$ cat src/rtl/alu_exec_sequencer_if.sv
// Instruction channel into the ALU execution sequencer: one
// register-to-register instruction per valid/ready handshake.
interface alu_exec_sequencer_if;
    logic       instr_valid;
    logic       instr_ready;
    logic [3:0] instr_op;
    logic [2:0] instr_dst;
    logic [2:0] instr_srca;
    logic [2:0] instr_srcb;
    logic       instr_usec;

    modport master (
        output instr_valid, instr_op, instr_dst, instr_srca, instr_srcb, instr_usec,
        input  instr_ready
    );

    modport slave (
        input  instr_valid, instr_op, instr_dst, instr_srca, instr_srcb, instr_usec,
        output instr_ready
    );
endinterface

$ cat src/rtl/alu_exec_sequencer.sv
// Sequencer feeding a combinational 8-bit ALU: latches one instruction,
// presents operands from an 8x8 register file for one EXEC cycle, then
// writes the ALU result back and updates the carry flag.
module alu_exec_sequencer #(
    parameter int REGS = 8,
    parameter int W    = 8
) (
    input  logic                 clk,
    input  logic                 rst,
    alu_exec_sequencer_if.slave  req,
    input  logic                 load_en,
    input  logic [2:0]           load_addr,
    input  logic [W-1:0]         load_data,
    input  logic [2:0]           rd_addr,
    output logic [W-1:0]         rd_data,
    output logic [W-1:0]         alu_opA,
    output logic [W-1:0]         alu_opB,
    output logic [3:0]           alu_opcode,
    output logic                 alu_cin,
    input  logic [W-1:0]         alu_result,
    input  logic                 alu_cout,
    output logic                 done,
    output logic [W-1:0]         result,
    output logic                 carry_flag
);

    typedef enum logic [1:0] {IDLE, EXEC, DONE} state_t;

    typedef struct packed {
        logic [3:0] op;
        logic [2:0] dst;
        logic [2:0] srca;
        logic [2:0] srcb;
        logic       usec;
    } instr_t;

    state_t                  state;
    instr_t                  iq;
    logic [REGS-1:0][W-1:0]  rf;

    // Ready only while idle and out of reset, so an accept can never
    // coincide with the reset edge.
    assign req.instr_ready = (state == IDLE) && !rst;

    // Debug read port and ALU drive, combinational from latched fields.
    assign rd_data    = rf[rd_addr];
    assign alu_opA    = rf[iq.srca];
    assign alu_opB    = rf[iq.srcb];
    assign alu_opcode = iq.op;
    assign alu_cin    = iq.usec & carry_flag;

    // Control FSM, register file and writeback state.
    always_ff @(posedge clk) begin
        if (rst) begin
            state      <= IDLE;
            iq         <= '0;
            rf         <= '0;
            result     <= '0;
            carry_flag <= 1'b0;
            done       <= 1'b0;
        end else begin
            done <= 1'b0;
            case (state)
                IDLE: begin
                    // A load alongside an accept lands before EXEC reads the file.
                    if (load_en)
                        rf[load_addr] <= load_data;
                    if (req.instr_valid) begin
                        iq.op   <= req.instr_op;
                        iq.dst  <= req.instr_dst;
                        iq.srca <= req.instr_srca;
                        iq.srcb <= req.instr_srcb;
                        iq.usec <= req.instr_usec;
                        state   <= EXEC;
                    end
                end
                EXEC: begin
                    // Operands were sampled from the pre-writeback file, so
                    // dst aliasing a source is harmless.
                    rf[iq.dst] <= alu_result;
                    result     <= alu_result;
                    carry_flag <= alu_cout;
                    done       <= 1'b1;
                    state      <= DONE;
                end
                default: begin
                    state <= IDLE;
                end
            endcase
        end
    end

endmodule

$ cat src/flat_wrapper.sv
// flat-port wrapper written by rule: the top's interface ports become plain ports
module alu_exec_sequencer_flat 
#(
    parameter int REGS = 8,
    parameter int W    = 8
)
  (clk, rst, load_en, load_addr, load_data, rd_addr, rd_data, alu_opA, alu_opB, alu_opcode, alu_cin, alu_result, alu_cout, done, result, carry_flag, req_instr_valid, req_instr_op, req_instr_dst, req_instr_srca, req_instr_srcb, req_instr_usec, req_instr_ready);
  alu_exec_sequencer_if req_i ();
  input  logic clk;
  input  logic rst;
  input  logic load_en;
  input  logic [2:0] load_addr;
  input  logic [W-1:0] load_data;
  input  logic [2:0] rd_addr;
  output logic [W-1:0] rd_data;
  output logic [W-1:0] alu_opA;
  output logic [W-1:0] alu_opB;
  output logic [3:0] alu_opcode;
  output logic alu_cin;
  input  logic [W-1:0] alu_result;
  input  logic alu_cout;
  output logic done;
  output logic [W-1:0] result;
  output logic carry_flag;
  input wire logic [$bits(req_i.instr_valid)-1:0] req_instr_valid;
  input wire logic [$bits(req_i.instr_op)-1:0] req_instr_op;
  input wire logic [$bits(req_i.instr_dst)-1:0] req_instr_dst;
  input wire logic [$bits(req_i.instr_srca)-1:0] req_instr_srca;
  input wire logic [$bits(req_i.instr_srcb)-1:0] req_instr_srcb;
  input wire logic [$bits(req_i.instr_usec)-1:0] req_instr_usec;
  output wire logic [$bits(req_i.instr_ready)-1:0] req_instr_ready;
  assign req_i.instr_valid = req_instr_valid;
  assign req_i.instr_op = req_instr_op;
  assign req_i.instr_dst = req_instr_dst;
  assign req_i.instr_srca = req_instr_srca;
  assign req_i.instr_srcb = req_instr_srcb;
  assign req_i.instr_usec = req_instr_usec;
  assign req_instr_ready = req_i.instr_ready;
  alu_exec_sequencer #(.REGS(REGS), .W(W)) u_core (.clk(clk), .rst(rst), .req(req_i), .load_en(load_en), .load_addr(load_addr), .load_data(load_data), .rd_addr(rd_addr), .rd_data(rd_data), .alu_opA(alu_opA), .alu_opB(alu_opB), .alu_opcode(alu_opcode), .alu_cin(alu_cin), .alu_result(alu_result), .alu_cout(alu_cout), .done(done), .result(result), .carry_flag(carry_flag));
endmodule
$ cat config.mk
export PLATFORM = sky130hd
export DESIGN_NAME = alu_exec_sequencer_flat
export DESIGN_NICKNAME = d
export VERILOG_FILES = /design/src/rtl/alu_exec_sequencer_if.sv /design/src/rtl/alu_exec_sequencer.sv /design/src/flat_wrapper.sv
export SDC_FILE = /design/constraint.sdc
export NUM_CORES = 1
export LEC_CHECK = 0
export CORE_MARGIN = 4
export CORE_UTILIZATION = 40
export DETAILED_ROUTE_END_ITERATION = 12
export SKIP_CTS_REPAIR_TIMING = 1
export SLEW_MARGIN = 20
export SYNTH_ARGS = -nofsm -noshare
export SYNTH_HDL_FRONTEND = slang
export SYNTH_SLANG_ARGS = --single-unit
$ cat constraint.sdc
create_clock -name clk -period 1.7 [get_ports clk]
set_clock_uncertainty 0.05 [all_clocks]
set_input_delay 0.17 -clock clk [delete_from_list [all_inputs] [get_ports clk]]
set_output_delay 0.17 -clock clk [all_outputs]
set_load 0.05 [all_outputs]
# Word-level counts from Yosys, hierarchy flattened

Cells that the tools add are included.

Register bits: 90
Input port bits: 41
Logic and storage cells: 53

Order comparisons: 7
Equal/unequal tests: 3
Muxes and demuxes: 17
Bitwise logic cells: 1
Reductions and logical operators: 8

Operators with widths:

| cell               | number |
|---|---|
| $bwmux 64          | 2 |
| $pmux 64 s2        | 1 |
| $bmux 8 s3         | 3 |
| $mux 64            | 1 |
| $demux 8 s3        | 2 |
| $mux 8             | 5 |
| $lt 3x4->1 const B | 5 |
| $ge 3x1->1 const B | 2 |
| $ne 2x2->1 const B | 2 |
| $pmux 2 s2         | 1 |
| $reduce_and 2->1   | 2 |
| $logic_and 1x1->1  | 3 |
| $eq 2x1->1 const B | 1 |
| $logic_not 2->1    | 1 |
| $mux 2             | 1 |
| $reduce_bool 2->1  | 1 |
| $and 1x1->1        | 1 |
| $logic_not 1->1    | 1 |
| $mux 1             | 1 |

# Longest topological paths before layout

Gate-level depths: netlist of run 1.

Depth in word-level cells: 7
Mapped depth: 6
Mapped depth without buffers: 3

# Worst setup path after synthesis of run 1

No wires, ideal clock.

Kind: register to register
Start point: register u_core.state[1]
End point: register u_core.state[0]
Library setup time: 0.065 ns
Data arrival time: 1.934 ns
Required time: 1.585 ns
Setup slack: -0.349 ns
Cell stages (with the launch flop): 5
Path through: dfxtp_1 -> buf_6 -> buf_6 -> nor3_1 -> and2_1

Word-level cells in the longest chain between the ends: 2
Elaborated cells between the ends (all ways): 4

RTL lines:

| what                                          | line                     | RTL |
|---|---|---|
| start, declared                               | alu_exec_sequencer.sv:37 | `state_t state;` |
| start signal, assigned                        | alu_exec_sequencer.sv:55 | `state <= IDLE;` |
| start signal, assigned                        | alu_exec_sequencer.sv:74 | `state <= EXEC;` |
| start signal, assigned                        | alu_exec_sequencer.sv:84 | `state <= DONE;` |
| $eq 2x1->1 or $logic_not 2->1 (tied branches) | alu_exec_sequencer.sv:63 | `case (state)` |
| $pmux 2 s2 or $ne 2x2->1 (tied branches)      | --                       |  |

Parallel ways exist; a longest one is shown, timed or not.
A chain may end at the register's enable or synchronous reset.

# Final worst setup path of run 1

Start point: register u_core.iq[4] (netlist bit)
End point: output alu_opA[5]

Word-level cells in the longest chain between the ends: 2

RTL lines:

| what                         | line                     | RTL |
|---|---|---|
| start, declared              | alu_exec_sequencer.sv:38 | `instr_t iq;` |
| $bmux 8 s3                   | alu_exec_sequencer.sv:47 | `assign alu_opA = rf[iq.srca];` |
| $mux 8 (implied by the code) | alu_exec_sequencer.sv:47 |  |
| end, declared                | flat_wrapper.sv:16       | `output logic [W-1:0] alu_opA;` |

No other way between the ends. The select of a mux whose other input is x is not followed.

==> out/metrics.cfg, run 1 <==
[layout]
final_nets=705
diodes=0
post-route-util_pct=56.6
synthToLayoutAreaGrowth_pct=37.4
final_cell_mix=a32oi_1 (64), a221oi_1 (64), buf_4 (59)
drive_above_1_share_pct=42.5

[detailed_routing]
route.detailed.drc=0
vias_per_cell=6.99
drtPass1Iterations=5
wl_per_cell_um=26.0
drt_wl_total_mm=22.2
antenna_left=0
drtIter0Drc=873
vias=5954

[yosys]
synth_area_per_cell_um2=10.4
yosysSeqAreaShare_pct=29.7
syn-cell-area_um2=6060
ys_ff_latch=90
synthCells=583
synth_nets=624
ys_types=31
ys_warn_count=0

[global_routing]
use_met3_pct=4.50
grt_antenna_before_repair=0
grt_util_met1_pct=35.6
grtUsageMet2_pct=37.2
track_usage_pct=24.7
grt_busiest_layer=met2
grt_start_max_net_pins=58
grt_pass1_wl_mm=32.6
grt_pass1_vias=5480
grt-ovfl-total=0

[floorplan]
core_um2=14700
rows=44
die_h_um=131
die-area_um2=17200
fp.dieW_um=131
start_util_pct=41.2
ios=81

[clocking]
cts_buffer_depth=2
htree_levels=3
clock_latency_ps=340
numCtsBuffers=9
cts_sinks=90
tritoncts=done
clk_transition_reported_paths_ps=60
ctsRootBufferMaster=clkbuf_16

[timing]
rsz0062_at_grt=yes
worst_slew_pin_slew_ps=564
slew_viol_final=0
hold_violations=0
slew_headroom_pct=62.3
fmax_mhz=487
final.setup.worst_slack_ps=-352
period_share_pct=121
period_needed_ps=2050
setup_viol=24

[power]
total_leakage_power_uw=0.00278
ir_drop_mv=0.536
pwr_density_cell_nw_per_um2=753

[critical_path]
critPathLaunchType=flip-flop
worstSetupPathType=flip-flop to primary output
worstPathRequired_ps=1480
cp_slowest_stage_delay_ps=520
crit_end=alu_opA[5]
cp_slowest_cell=mux4_2
worstPathArrival_ps=1830
reg2reg_to=u_core.rf[12]
path_cells=buf_12 -> mux4_2 -> mux2_4 -> buf_6
critPathCaptureType=primary output
regToRegSetupSlack_ps=0
worstRegToRegCells=7
startpoint=u_core.iq[4]
path_max_fanout=9
r2r-start=u_core.state[1]

[placement]
dp_hpwl_mm=15.6
place_ws_ps=-398
port_buffers=80
gp_congestion=0.909

[run]
cap_violations=0

[status]
status=complete, but fails checks
violations=negative setup slack

[min_path]
hp-class=input pin to flip-flop

==> where the power goes <==
part           switching, uW  internal [uW]
sequential               139           2220
combinational            946            845
clock                    861           1260
total                   1950           4320
==> worst max-delay path, delay by kind of cell, from the launching register on <==
kind | cells | cell delay, ps
muxes | 2 | 810
DFF | 1 | 370
buffers and inverters | 2 | 290
==> synthesized netlist by cell type <==
cell	n	share of area [%]
a211oi_1	60	7.4
a211oi_2	4	0.83
a21oi_1	23	1.9
a221oi_1	64	9.3
a22o_1	7	1.0
a22o_2	1	0.17
a32oi_1	64	9.3
and2_1	20	2.1
and3b_1	1	0.14
and4b_1	2	0.33
and4bb_2	3	0.62
buf_1	14	0.87
buf_2	32	2.6
buf_4	8	0.99
buf_6	5	0.93
clkbuf_1	35	2.2
dfxtp_1	90	30
mux2_2	24	4.5
mux4_2	48	18
nand2_1	46	2.9
nand2b_1	1	0.10
nor2_1	4	0.25
nor2b_1	14	1.4
nor3_1	1	0.083
nor3_2	1	0.17
nor3b_2	3	0.62
nor4_2	1	0.21
nor4b_2	3	0.74
nor4b_4	1	0.39
nor4bb_1	2	0.33
or3b_2	1	0.14
==> logic make-up (layout without fill, tap and decap cells) <==
| kind of cell | count (synthesis) | in the layout | synth area share [%] |
|---|---|---|---|
| multiplexers | 72 | 72 | 22.3 |
| buffers and inverters | 94 | 179 | 7.60 |
| flip-flops | 90 | 90 | 29.7 |
| AO/OA/AOI/OAI | 223 | 223 | 29.8 |
| AND/OR/NAND/NOR | 104 | 104 | 10.5 |
==> flip-flops by register name, summed over array words and instances (netlist names) <==
signal             cells
u_core.carry_flag      1
u_core.done            1
u_core.iq             10
u_core.state           2
u_core.alu_opcode      4
u_core.rf             64
u_core.result          8
==> worst min path at each step <==
stage                         startpoint                   end  slack [ps]  cells past startpoint
finish                               rst       u_core.state[1]         190                      2
floorplan                req_instr_valid       u_core.state[0]         240                      1
detailed placement  u_core.alu_opcode[1]  u_core.alu_opcode[1]         400                      2
global route                         rst       u_core.state[1]         200                      2
global placement            u_core.iq[0]          u_core.iq[0]         390                      2
CTS                                  rst       u_core.state[1]         180                      2
==> stage by stage <==
| stage | TNS (ps) | power, uW | instances | hold WS [ps] | instance area, um2 |
|---|---|---|---|---|---|
| after floorplan | 0 | 3410 | 583 | 242 | 6170 |
| after global placement | -5340 | 3990 | 823 | 391 | 7500 |
| after detailed placement | -7330 | 4010 | 823 | 400 | 7500 |
| after CTS | -11390 | 6100 | 838 | 177 | 7810 |
| after global routing | -8120 | 6480 | 852 | 202 | 8320 |
| final | -6440 | 6270 | 852 | 185 | 8320 |
==> metal layers <==
layer,wire length (um),share of wire [%]
met5,0,0
met2,10100,45
met4,603,2.7
met1,9280,42
met3,2240,10
==> area by class of cell <==
class                           count  area (um2)
Timing Repair Buffer              164        1900
Tap cell                          184         230
Multi-Input combinational cell    399        4020
Clock buffer                       12         267
Fill cell                        1254        6380
Clock inverter                      3        46.3
Sequential cell                    90        1860
No activity file was read; power rests on OpenSTA's default activity.
==> run 2, diff against run 1 <==
==> constraint.sdc (replaced) <==
create_clock -name clk -period 1.7 [get_ports clk]
set_clock_uncertainty 0.05 [all_clocks]
set_input_delay 0.51 -clock clk [delete_from_list [all_inputs] [get_ports clk]]
set_output_delay 0.51 -clock clk [all_outputs]
set_load 0.05 [all_outputs]
==> run 2 against run 1 <==
Effect of this change: the flow still finishes with violations (negative setup slack); routed wire length rose by 5.8%; total power grew 2.1%; first-iteration DRC count shrank 18%; fmax decreased by 16%; largest cell class unchanged; via count rose by 3.8%; critical path depth unchanged; combinational power rose by 8%; sequential share of layout area is 1.6 points lower; worst setup slack got worse by 390 ps; sequential power hardly changed; core utilization is 3.2 points higher.
==> out/metrics.cfg, run 2 (same netlist as run 1, synthesis figures left out) <==
[status]
status=complete, but fails checks
violations=negative setup slack

[global_routing]
grt_antenna_before_repair=0
track_usage_pct=25.9
grt_pass1_wl_mm=34.1
grt_start_max_net_pins=90
grt-ovfl-total=0
grt_pass1_vias=5837

[placement]
place_ws_ps=-1060
port_buffers=80
gp_congestion=0.936
dp_hpwl_mm=16.2
post-place-cells=868

[power]
ir_drop_mv=0.571
total_leakage_power_uw=0.00307
total_power_uw=6400
pwr_density_cell_nw_per_um2=728

[layout]
regArea_um2=1820
layout_commonest_cell=buf_4
top_register=u_core.rf
largest_register_ffs=64
final_nets=753
largestRegisters=u_core.rf x64, u_core.iq x10, u_core.result x8
synthToLayoutAreaGrowth_pct=45.1
num-fill-cells=1213
drive_above_1_share_pct=42.1
final_cell_mix=buf_4 (90), dfxtp_1 (85), a32oi_1 (64), a221oi_1 (64), a211oi_1 (54)
diodes=0
multiInputGateArea_um2=3970
fin_cells=901

[timing]
fmax_mhz=409
hold_violations=0
slew_viol_final=0
rsz0062_at_grt=yes
period_needed_ps=2440
worst_slew_pin_slew_ps=465
final.setup.worst_slack_ps=-743
period_share_pct=144
slew_headroom_pct=69.0
setup_viol=25

[critical_path]
worstPathRequired_ps=1140
regToRegSetupSlack_ps=50
reg2reg_to=u_core.rf[0]
crit_end=alu_opA[2]
critPathCaptureType=primary output
worstRegToRegCells=6
critPathLaunchType=flip-flop
worstPathArrival_ps=1880
r2r-start=u_core.state[1]
path_max_fanout=12
worstSetupPathType=flip-flop to primary output
startpoint=u_core.iq[5]

[floorplan]
rows=44
fp.dieW_um=131
ios=81
die-area_um2=17200
core_um2=14700
die_h_um=131
start_util_pct=41.2

[detailed_routing]
wl_per_cell_um=26.0
antenna_left=0
vias=6183
drt_wl_total_mm=23.4
drtIter0Drc=720
drtPass1Iterations=5
route.detailed.drc=0
vias_per_cell=6.86

[clocking]
ctsRootBufferMaster=clkbuf_16
clk_transition_reported_paths_ps=70
clock_latency_ps=350
cts_sinks=90
tritoncts=done
htree_levels=3
numCtsBuffers=9
cts_buffer_depth=2

[run]
cap_violations=0

[min_path]
hp-class=flip-flop to flip-flop

[run 2: worst min path at each step]
stage | end | slack, ps | cells after the start | startpoint
final | u_core.iq[0] | 420 | 2 | u_core.iq[0]
after global routing | u_core.iq[0] | 430 | 2 | u_core.iq[0]
after CTS | u_core.iq[0] | 420 | 2 | u_core.iq[0]
after detailed placement | u_core.iq[0] | 410 | 2 | u_core.iq[0]
after global placement | u_core.iq[0] | 390 | 2 | u_core.iq[0]
after floorplan | u_core.iq[0] | 380 | 2 | u_core.iq[0]
[run 2: power breakdown]
group	switching [uW]	internal (uW)
Sequential	141	2210
Clock	924	1200
Combinational	982	946
[run 2: routing by layer]
metal | global-route usage (%) | wire, um
met1 | 34.8 | 9080
met2 | 41.8 | 11200
met3 | 6.52 | 2620
met4 | 7.20 | 531
met5 | 0 | 0
[run 2: cell type report]
type	count	area share [%]
clock inverters	6	0.826
clock buffers	10	2.72
well taps	184	2.62
repair buffers	212	28.0
multi-input cells	399	45.2
flip-flops and latches	90	20.7
[run 2: worst max-delay path, stage by stage, from the launching register on]
cell and delay (ps):
dfxtp_1 440, buf_4 270, mux4_2 350, mux2_4 310, buf_6 160
[run 2: through the flow]
| step | instance area, um2 | hold WS (ps) | setup TNS (ps) | utilization (%) |
|---|---|---|---|---|
| finish | 8790 | 420 | -15750 | 59.8 |
| global route | 8790 | 432 | -16600 | 59.8 |
| floorplan | 6240 | 382 | -7870 | - |
| CTS | 8340 | 417 | -23840 | 56.7 |
| global placement | 8030 | 393 | -42690 | 54.6 |
| detailed placement | 8030 | 409 | -45150 | 54.6 |
==> run 3, diff against run 2 <==
- CORE_ASPECT_RATIO: default -> 0.6
- HOLD_SLACK_MARGIN: default -> 0.05
==> run 3 against run 2 <==
Effect of this change: the run still ends with negative setup slack left; count of clock-buffer cells in the layout unchanged; highest routed layer unchanged; worst hold slack got worse by 8.5 ps; critical path type unchanged; worst setup slack improved by 11 ps; critical endpoint is now alu_opA[7]; core utilization increased by 1.4 points; fmax increased by 0.47%; global-route usage increased by 0.051 points; routed wire length increased by 2.4%; clock power about the same.
==> out/metrics.cfg, run 3 (same netlist as run 1, synthesis figures left out) <==
[status]
status=complete, but fails checks
violations=negative setup slack

[run]
cap_violations=0

[layout]
synthToLayoutAreaGrowth_pct=48.2
multiInputGateArea_um2=4040
largest_register_ffs=64
num-fill-cells=1200
top_register=u_core.rf
drive_above_1_share_pct=44.4
diodes=0
final_cell_mix=buf_4 (90), dfxtp_1 (78), a32oi_1 (61), a221oi_1 (61), a211oi_1 (56)
layout_commonest_cell=buf_4
post-route-util_pct=61.2
final_nets=756
largestRegisters=u_core.rf x64, u_core.iq x10, u_core.result x8
regArea_um2=1820

[detailed_routing]
route.detailed.drc=0
vias=6225
drtPass1Iterations=6
drtIter0Drc=924
wl_per_cell_um=26.2
vias_per_cell=6.78
antenna_left=0
drt_wl_total_mm=24.0

[critical_path]
cp_top_family=multiplexers
critPathLaunchType=flip-flop
reg2reg_to=u_core.rf[4]
critPathCaptureType=primary output
path_max_fanout=7
path_cells=clkbuf_16 -> mux4_2 -> mux2_4 -> buf_8
worstPathRequired_ps=1140
worstPathArrival_ps=1870
cp_slowest_cell=mux4_2
path_buf_inv=2
r2r-start=u_core.state[1]
worstRegToRegCells=7
worstSetupPathType=flip-flop to primary output
cp_slowest_stage_delay_ps=490
regToRegSetupSlack_ps=-10

[timing]
hold_violations=0
worst_slew_pin_slew_ps=436
final.setup.worst_slack_ps=-731
period_needed_ps=2430
slew_headroom_pct=70.9
rsz0062_at_grt=yes
slew_viol_final=0
fmax_mhz=411
totalNegativeSetupSlack_ps=-15840
setup_viol=27
period_share_pct=143

[floorplan]
die_h_um=103
rows=34
die-area_um2=17200
fp.dieW_um=167
ios=81
core_um2=14700
start_util_pct=41.3

[min_path]
hp-start=u_core.iq[0]
hp-class=flip-flop to flip-flop
hold_path_end=u_core.iq[0]
hold_depth=2

[clocking]
clk_transition_reported_paths_ps=70
cts_buffer_depth=2
tritoncts=done
ctsRootBufferMaster=clkbuf_16
numCtsBuffers=9
cts_sinks=90
htree_levels=3
clock_latency_ps=350

[global_routing]
grt_start_max_net_pins=90
track_usage_pct=26.0
grt-ovfl-total=0
grt_pass1_vias=5742
grt_pass1_wl_mm=34.4
grt_antenna_before_repair=0

[placement]
place_ws_ps=-1070
port_buffers=80
gp_congestion=0.944
dp_hpwl_mm=16.8

[power]
total_leakage_power_uw=0.00313
ir_drop_mv=0.546
pwr_density_cell_nw_per_um2=715

==> run 3: cell count changes in the layout (fill, tap and decap cells not counted), sizes merged <==
cell	change
clkinv	-1
clkinvlp	+1
buf	+3
==> run 3: area by class of cell <==
cell class	count	share of cell area, %
Multi-Input combinational cell	399	45.0
Timing Repair Buffer	215	28.5
Sequential cell	90	20.3
Clock buffer	10	2.55
Tap cell	198	2.76
Clock inverter	6	0.822
==> run 3: worst max path at each step <==
stage / start / end / cells after the start / slack, ps
final: u_core.iq[4] / alu_opA[7] / 4 / -730
after global routing: u_core.iq[4] / alu_opA[7] / 4 / -770
after CTS: rd_addr[0] / rd_data[0] / 5 / -1070
after detailed placement: rd_addr[0] / rd_data[0] / 5 / -1070
after global placement: rd_addr[0] / rd_data[5] / 5 / -1040
after floorplan: rd_addr[0] / rd_data[2] / 4 / -450
==> run 3: report_power, final <==
| part | switching [uW] | internal, uW | total (uW) | leakage [uW] |
|---|---|---|---|---|
| combinational | 978 | 974 | 1950 | 0.00225 |
| clock | 931 | 1160 | 2090 | 0.000141 |
| sequential | 169 | 2210 | 2380 | 0.000739 |
==> run 3: worst reg2reg max path: stages (launching register included) <==
cell       delay (ps)
dfxtp_2           340
buf_12            150
nor4b_4           340
buf_6             200
buf_4             130
clkbuf_16         130
a221oi_1           80
a211oi_1          210
==> run 3: metrics by stage <==
stage | area (um2) | power, uW | instances | hold WS (ps)
2_1_floorplan | 6240 | 3430 | 583 | 382
3_3_place_gp | 8130 | 4120 | 887 | 397
3_5_place_dp | 8130 | 4170 | 887 | 402
4_1_cts | 8440 | 6230 | 903 | 413
5_1_grt | 8980 | 6620 | 918 | 451
6_report | 8980 | 6420 | 918 | 412
==> run 3: metal layers <==
metal / global-route usage [%] / up-vias / share of wire, %
met4: 4.84 / 0 / 1.0
met2: 36.5 / 441 / 41
met1: 36.7 / 3057 / 42
met3: 12.4 / 27 / 16
li1: - / 2700 / -
met5: 0 / - / 0
